--- src/rtl/csr_pkg.sv ---
// Shared CSR-side constants for the interrupt path: interrupt bit positions
// in mip/mie, the matching exception codes, the mtvec mode field values and
// the interrupt controller state encoding.
package csr_pkg;

   // Bit positions in mip / mie
   localparam int unsigned IRQ_USI = 0;
   localparam int unsigned IRQ_SSI = 1;
   localparam int unsigned IRQ_MSI = 3;
   localparam int unsigned IRQ_UTI = 4;
   localparam int unsigned IRQ_STI = 5;
   localparam int unsigned IRQ_MTI = 7;
   localparam int unsigned IRQ_UEI = 8;
   localparam int unsigned IRQ_SEI = 9;
   localparam int unsigned IRQ_MEI = 11;

   // Exception codes reported in mcause for each interrupt source
   localparam logic [4:0] CODE_USI = 5'd0;
   localparam logic [4:0] CODE_SSI = 5'd1;
   localparam logic [4:0] CODE_MSI = 5'd3;
   localparam logic [4:0] CODE_UTI = 5'd4;
   localparam logic [4:0] CODE_STI = 5'd5;
   localparam logic [4:0] CODE_MTI = 5'd7;
   localparam logic [4:0] CODE_UEI = 5'd8;
   localparam logic [4:0] CODE_SEI = 5'd9;
   localparam logic [4:0] CODE_MEI = 5'd11;

   // Only these mip bits carry an implemented interrupt source
   localparam logic [31:0] IRQ_IMPL_MASK = 32'h0000_0BBB;

   // mtvec[1:0] mode field
   localparam logic [1:0] MTVEC_VECTORED = 2'b01;

   // mepc is always word aligned
   localparam logic [31:0] EPC_ALIGN_MASK = 32'hFFFF_FFFC;

   // mcause interrupt flag with a zero code, also the reset value of mcause_out
   localparam logic [31:0] MCAUSE_IRQ_BIT = 32'h8000_0000;

   // Interrupt controller state encoding
   typedef logic [1:0] irq_state_t;
   localparam irq_state_t ST_IDLE  = 2'd0;
   localparam irq_state_t ST_REQ   = 2'd1;
   localparam irq_state_t ST_ENTER = 2'd2;
   localparam irq_state_t ST_COOL  = 2'd3;

endpackage

--- src/rtl/irq_prio_enc.sv ---
// Fixed-priority encoder over the enabled-pending vector. Picks the single
// interrupt to take using the machine-mode priority order
// MEI > MSI > MTI > SEI > SSI > STI > UEI > USI > UTI.
// Unimplemented bit positions never win. Shared with the exception/trap unit.
module irq_prio_enc
   import csr_pkg::*;
(
   input  logic [31:0] pend,
   output logic        any,
   output logic [4:0]  code
);

   // Highest-priority pending source wins; code is 0 when nothing is pending
   always_comb begin
      any  = |(pend & IRQ_IMPL_MASK);
      code = 5'd0;
      if (pend[IRQ_MEI]) begin
         code = CODE_MEI;
      end else if (pend[IRQ_MSI]) begin
         code = CODE_MSI;
      end else if (pend[IRQ_MTI]) begin
         code = CODE_MTI;
      end else if (pend[IRQ_SEI]) begin
         code = CODE_SEI;
      end else if (pend[IRQ_SSI]) begin
         code = CODE_SSI;
      end else if (pend[IRQ_STI]) begin
         code = CODE_STI;
      end else if (pend[IRQ_UEI]) begin
         code = CODE_UEI;
      end else if (pend[IRQ_USI]) begin
         code = CODE_USI;
      end else if (pend[IRQ_UTI]) begin
         code = CODE_UTI;
      end
   end

endmodule

--- src/rtl/irq_ctrl.sv ---
// Machine interrupt controller. Registers the enabled pending set, arbitrates
// it by fixed priority, requests a trap from the pipeline front end and, once
// the request is accepted, issues a one-cycle trap-entry command to the CSR
// file (mepc, mcause, mstatus MIE->MPIE, redirect PC).
//
// Handshake with the front end: irq_valid/irq_cause are driven from state
// only. A request is accepted in any cycle where irq_valid=1, irq_ready=1 and
// exc_valid=0; a synchronous exception always wins over the interrupt. While
// not accepted the request may be withdrawn (its source no longer enabled and
// pending) or retargeted to a higher-priority source, so irq_cause is only
// stable from the accepting cycle onward. Acceptance beats withdrawal.
//
// The FSM state is held in state_q (IDLE/REQ/ENTER/COOL) for observation.
module irq_ctrl
   import csr_pkg::*;
#(
   parameter logic VECTORED_EN = 1'b1
) (
   input  logic        clk,
   input  logic        rst,
   input  logic [31:0] mip,
   input  logic [31:0] mie,
   input  logic        mstatus_mie,
   input  logic [31:0] mtvec,
   input  logic        irq_ready,
   input  logic        exc_valid,
   input  logic [31:0] epc_in,
   output logic        irq_valid,
   output logic [4:0]  irq_cause,
   output logic        trap_we,
   output logic [31:0] mepc_out,
   output logic [31:0] mcause_out,
   output logic [31:0] trap_pc
);

   irq_state_t  state_q,        state_d;
   logic [31:0] pend_q,         pend_d;
   logic [4:0]  cause_q,        cause_d;
   logic [31:0] epc_q,          epc_d;
   logic [31:0] mepc_hold_q,    mepc_hold_d;
   logic [31:0] mcause_hold_q,  mcause_hold_d;
   logic [31:0] trap_pc_hold_q, trap_pc_hold_d;

   logic        win_any;
   logic [4:0]  win_code;
   logic        cause_pend;
   logic        accept;
   logic        vec_mode;
   logic [31:0] trap_base;
   logic [31:0] trap_pc_calc;
   logic [31:0] mcause_calc;

   irq_prio_enc u_prio_enc (
      .pend (pend_q),
      .any  (win_any),
      .code (win_code)
   );

   // Stage 1: enabled pending set, gated by the global machine enable
   always_comb begin
      pend_d = mip & mie & {32{mstatus_mie}};
   end

   // Handshake terms and trap target computation
   always_comb begin
      cause_pend   = pend_q[cause_q];
      accept       = (state_q == ST_REQ) && irq_ready && !exc_valid;
      vec_mode     = VECTORED_EN && (mtvec[1:0] == MTVEC_VECTORED);
      trap_base    = {mtvec[31:2], 2'b00};
      trap_pc_calc = vec_mode ? (trap_base + {25'd0, cause_q, 2'b00}) : trap_base;
      mcause_calc  = {1'b1, 26'd0, cause_q};
   end

   // Request/entry sequencing: pick a winner, hold the request until it is
   // accepted, withdrawn or retargeted, then strobe entry and cool down
   always_comb begin
      state_d = state_q;
      cause_d = cause_q;
      epc_d   = epc_q;
      case (state_q)
         ST_IDLE: begin
            if (win_any) begin
               cause_d = win_code;
               state_d = ST_REQ;
            end
         end
         ST_REQ: begin
            if (accept) begin
               epc_d   = epc_in & EPC_ALIGN_MASK;
               state_d = ST_ENTER;
            end else if (!cause_pend) begin
               state_d = ST_IDLE;
            end else if (win_code != cause_q) begin
               // The current cause is still pending, so any different winner
               // outranks it.
               cause_d = win_code;
            end
         end
         ST_ENTER: begin
            state_d = ST_COOL;
         end
         ST_COOL: begin
            // One quiet cycle so pend_q picks up the MIE clear from entry
            state_d = ST_IDLE;
         end
         default: begin
            state_d = ST_IDLE;
         end
      endcase
   end

   // Capture the entry command so the CSR-facing outputs hold afterwards
   always_comb begin
      mepc_hold_d    = mepc_hold_q;
      mcause_hold_d  = mcause_hold_q;
      trap_pc_hold_d = trap_pc_hold_q;
      if (state_q == ST_ENTER) begin
         mepc_hold_d    = epc_q;
         mcause_hold_d  = mcause_calc;
         trap_pc_hold_d = trap_pc_calc;
      end
   end

   // Output decode: live values during ENTER, held values otherwise
   always_comb begin
      irq_valid  = (state_q == ST_REQ);
      irq_cause  = cause_q;
      trap_we    = (state_q == ST_ENTER);
      mepc_out   = trap_we ? epc_q        : mepc_hold_q;
      mcause_out = trap_we ? mcause_calc  : mcause_hold_q;
      trap_pc    = trap_we ? trap_pc_calc : trap_pc_hold_q;
   end

   // State and datapath registers with synchronous reset
   always_ff @(posedge clk) begin
      if (rst) begin
         state_q        <= ST_IDLE;
         pend_q         <= 32'd0;
         cause_q        <= 5'd0;
         epc_q          <= 32'd0;
         mepc_hold_q    <= 32'd0;
         mcause_hold_q  <= MCAUSE_IRQ_BIT;
         trap_pc_hold_q <= 32'd0;
      end else begin
         state_q        <= state_d;
         pend_q         <= pend_d;
         cause_q        <= cause_d;
         epc_q          <= epc_d;
         mepc_hold_q    <= mepc_hold_d;
         mcause_hold_q  <= mcause_hold_d;
         trap_pc_hold_q <= trap_pc_hold_d;
      end
   end

endmodule

--- config.mk ---
export PLATFORM = sky130hd
export DESIGN_NAME = irq_ctrl
export DESIGN_NICKNAME = d
export VERILOG_FILES = /design/src/rtl/csr_pkg.sv /design/src/rtl/irq_prio_enc.sv /design/src/rtl/irq_ctrl.sv
export SDC_FILE = /design/constraint.sdc
export NUM_CORES = 1
export LEC_CHECK = 0
export CAP_MARGIN = 5
export CORE_MARGIN = 2
export CORE_UTILIZATION = 49
export CTS_BUF_LIST = sky130_fd_sc_hd__clkbuf_4
export DETAILED_ROUTE_END_ITERATION = 10
export PLACE_DENSITY = 0.92
export REMOVE_ABC_BUFFERS = 1
export SYNTH_ARGS = -nofsm -noshare
export SYNTH_HDL_FRONTEND = slang
export SYNTH_SLANG_ARGS = --single-unit
--- constraint.sdc ---
create_clock -name clk -period 6.7 [get_ports clk]
set_input_delay 0.67 -clock clk [delete_from_list [all_inputs] [get_ports clk]]
set_output_delay 0.67 -clock clk [all_outputs]
set_load 0.05 [all_outputs]
Word-level counts from Yosys, hierarchy flattened
Cells that the tools add are included.
- bits in registers: 165
- logic and storage cells: 54
- add/subtract/negate cells: 1
- magnitude comparators: 1
- equality and inequality tests: 10
- mux-type cells: 24
- bitwise logic cells: 2
- reduce and logical (&&, ||, !) cells: 9
- operators with widths (operator ; count):
    $mux 32 ; 4
    $and 32x32->32 ; 2
    $mux 5 ; 12
    $add 32x7->32 ; 1
    $pmux 5 s2 ; 1
    $reduce_or 9->1 ; 1
    $pmux 2 s4 ; 1
    $lt 5x6->1 const B ; 1
    $mux 2 ; 3
    $ne 2x1->1 const B ; 3
    $bmux 1 s5 ; 1
    $ne 5x5->1 ; 1
    $reduce_and 5->1 ; 1
    $eq 2x1->1 const B ; 2
    $eq 2x2->1 const B ; 2
    $reduce_and 2->1 ; 2
    $mux 3 ; 1
    $ne 3x2->1 const B ; 1
    $logic_and 1x1->1 ; 2
    $logic_not 2->1 ; 1
    $ne 2x2->1 const B ; 1
    $reduce_bool 2->1 ; 1
    $logic_not 1->1 ; 1
    $mux 1 ; 1

Depth between registers and ports, before layout
- depth in word-level cells: 14
- mapped depth: 10
- gate-level depth less buffers: 9

By module
Synthesis repeated with hierarchy kept, for this count alone.
- cells, all modules: 855
- area total of the unflattened synthesis: 7176.9 um^2
- modules (own cells, without submodules) (module ; instances ; cells an instance ; area an instance (um^2) ; sequential area each (um^2)):
    irq_ctrl ; 1 ; 839 ; 7079.3 ; 3303.2
    irq_prio_enc ; 1 ; 16 ; 97.6 ; 0.0

Least setup slack after synthesis
Ideal clock, no wire load.
- path kind: reg-to-output
- from: register cause_q[0], in the netlist irq_cause[0]
- to: output port trap_pc[14]
- data arrival time: 3.410 ns
- data required time: 6.030 ns
- path slack: 2.620 ns
- stages on the path, launching flop included: 10
- path through: dfxtp_1 ha_1 inv_1 fa_1 nor2b_1 o21ai_1 clkbuf_1 a211o_1 xor2_1 o21ai_0
- cells in the longest elaborated chain, start to end: 3
- RTL lines (element ; RTL line ; RTL):
    start, declared ; irq_ctrl.sv:38 ; logic [4:0] cause_q, cause_d;
    start signal, assigned ; irq_ctrl.sv:147 ; cause_q <= cause_d;
    $add 32x7->32 ; irq_ctrl.sv:70 ; trap_pc_calc = vec_mode ? (trap_base + {25'd0, cause_q, 2'b00}) : trap_base;
    $mux 32 ; irq_ctrl.sv:70 ;
    $mux 32 ; -- ;
    end, declared ; irq_ctrl.sv:33 ; output logic [31:0] trap_pc
Every way passes these cells.

Worst setup path after layout
- from: register cause_q[0], in the netlist irq_cause[0]
- to: output port trap_pc[30]
Same word-level chain as after synthesis.

==> run metrics <==
final wirelength 15,500 microns; Fillers 975; die height 117 microns; ranking of synthesized cells by area dfxtp_1 (47%), nand2_1 (11%), a21oi_1 (6.6%); Critical Path RT 6030 ps; Rows 41; # DRC 0; post-DR wirelength/cell 13.7 microns; die width 117 microns; P_leak 3.27 nW; CTS buffer count 17; endpoints failing setup 0; Synth-to-Final Area Change 36.8%; final worst-path cycle share 70.5%; count of state elements after synthesis 148; CTS-repair resized insts 0; Initial Util 49.9%; vias per cell 5.11; Setup crit end kind output pin; largest net degree at the start of global routing 99; Synth top area share 47.3%; worst hold path class reg -> reg; pwr dens 200 nW/um^2; Max FO, Critical Path 11; post-DP HPWL 10,800 microns; final setup margin 1980 ps; clk root buf clkbuf_4; EDFF count, synth 0; die footprint 13,700 sq um; vias in the first global route 5,217; metal3 WL 860 microns; maximum root-to-sink buffer count 2; ratio of cells with drive above 1 in the final layout 4.79%; VDD IR max 146 uV; Syn. warnings 0; dominant cell type by area after synthesis dfxtp_1; post-route ant nets 0; clock latency at the later pin of the worst-skew pair 550 ps; CP Class reg -> out; starting DRC count in detailed routing 355; Core ar. 12,600 sq um; Final Max Slew Viols 0; Met1 Wirelength 6670 microns; RSZ-0062 raised after global routing no; Main synth FF type dfxtp_1; global-route wire length before repair 24,400 microns; worst-margin pin slew 1120 ps; RD Place Congestion 0.847; Final min period 4720 ps; Startpoint Class flip-flop; # hold bufs at CTS 0; PortBufs 200; Mapped Cells 774; worst slack at placement 2040 ps; Netlist Area Pre-Place 6270 sq um; asr flop ratio synth 0%; I/O pin total 236; skew final 15.9 ps; # clock sinks 148; routed via count 5,798; All-Layer GR Usage 22.6%; Fin. Hold Viols 0; Arr. time, crit path 4050 ps; Layout Nets 1,086; Routed met2 length 7570 microns; Setup Buffers After CTS 0; Fin Setup TNS 0 ps; outcome finished, final reports clean; CTS tree yes; uppermost layer routed met4; Cell variety after synth 45; Worst-path clk slew 120 ps; headroom to the max-slew limit 25.3%; DR pass1 iterations 4; fmax 212 MHz; synthesized area per cell 8.10 sq um; antenna violations before repair 1; grt ovf 0; post-synthesis sequential area ratio 47.3%; MaxCap Viol Count 0; CTS H-tree lvls 4
critical path, cell delays in order (launching register included):
cell             delay, ps
dfxtp_1                570
ha_1                   240
inv_1                   50
fa_1                   370
nor2b_1                170
o21ai_1                280
a2111oi_0              610
xor2_1                 190
nor2_1                  70
nor2_1                 140
clkdlybuf4s50_1        800
registers in the layout, summed over array words and instances (netlist names), named ones only:
name and count:
mcause_hold_q 32, mepc_hold_q 32, trap_pc_hold_q 32, epc_q 30, pend_q 16, irq_cause 4
state_q 1
stage by stage:
| stage | total power [mW] | instances | util (%) | hold slack, ps | instance area [sq um] |
|---|---|---|---|---|---|
| after floorplan | 1.09 | 726 | - | 406 | 6080 |
| after global placement | 1.22 | 1101 | 66.2 | 418 | 8320 |
| after detailed placement | 1.23 | 1101 | 66.2 | 443 | 8320 |
| after CTS | 1.73 | 1133 | 68.2 | 463 | 8570 |
| after global routing | 1.79 | 1134 | 68.2 | 479 | 8570 |
| final | 1.71 | 1134 | 68.2 | 462 | 8570 |
per-layer routing:
metal  up-vias  global-route usage (%)
li1       2936                       -
met1      2655                    27.3
met2       175                    37.9
met3        32                    6.33
met4         0                    9.88
met5         -                       0
kinds of logic after synthesis:
family | Yosys count | synth area share (%)
compound gates | 127 | 11.7
xor+xnor | 23 | 3.21
fa+ha+maj | 5 | 1.12
buf+inv | 56 | 3.57
flops | 148 | 47.3
mux | 14 | 2.79
other cells | 1 | 0.0598
simple gates | 400 | 30.3
cell usage in the layout, fill, tap and decap left out, types with 4 or more instances in the layout:
| cell | synthesis | layout |
|---|---|---|
| nand4_1 | 11 | 11 |
| a21oi_1 | 83 | 83 |
| nand3_1 | 14 | 14 |
| ha_1 | 4 | 4 |
| buf_4 | 1 | 4 |
| a211oi_1 | 15 | 15 |
| inv_1 | 8 | 7 |
| clkdlybuf4s50_1 | 0 | 199 |
| a31o_2 | 4 | 4 |
| and3_1 | 20 | 20 |
| nor3_1 | 16 | 16 |
| dfxtp_1 | 148 | 148 |
| xor2_1 | 10 | 10 |
| nor2_1 | 52 | 52 |
| nor4_1 | 6 | 6 |
| mux2i_1 | 10 | 10 |
| nor2b_1 | 53 | 53 |
| nand2_1 | 182 | 182 |
| clkbuf_4 | 0 | 19 |
| xnor2_1 | 13 | 13 |
| o21ai_0 | 10 | 10 |
| and2_1 | 35 | 35 |
Yosys cell counts (all sizes together), types with 3 or more instances:
library cell	instances
nor3	16
nand2b	3
nand4	11
nor2b	53
and3	20
a31o	4
and4	4
nor4	6
xnor2	13
and2	35
xor2	10
buf	11
nor2	52
nand3	14
mux2i	10
a211oi	16
nand2	182
ha	4
inv	8
o21ai	12
dfxtp	148
a21oi	83
clkbuf	37
path summary, 6_finish.rpt:
| path | end | slack, ps | depth (start not counted) | start |
|---|---|---|---|---|
| worst max-delay path | trap_pc[30] | 1980 | 10 | irq_cause[0] |
| worst min register to register | epc_q[23] | 460 | 2 | epc_q[23] |
| worst max register to register | trap_pc_hold_q[26] | 3800 | 7 | irq_cause[2] |
| worst min-delay path | epc_q[23] | 460 | 2 | epc_q[23] |
final cells by class:
class                           instances  area, sq um  share of cell area (%)
Multi-Input combinational cell        570         3090                    36.0
Sequential cell                       148         2960                    34.6
Timing Repair Buffer                  203         2020                    23.6
Tap cell                              172          215                    2.51
Clock buffer                           19          143                    1.66
Clock inverter                         13          109                    1.27
Inverter                                8         30.0                   0.350
Antenna cell                            1         2.50                  0.0292
report_power, final:
part           leakage [nW]  total (mW)  internal (mW)  switching, mW
logic                  1.94       0.295          0.126          0.169
registers              1.20       0.914          0.899         0.0148
clock network         0.132       0.505          0.190          0.315
total                  3.27        1.71           1.22          0.499
No activity file was read; power rests on OpenSTA's default activity.
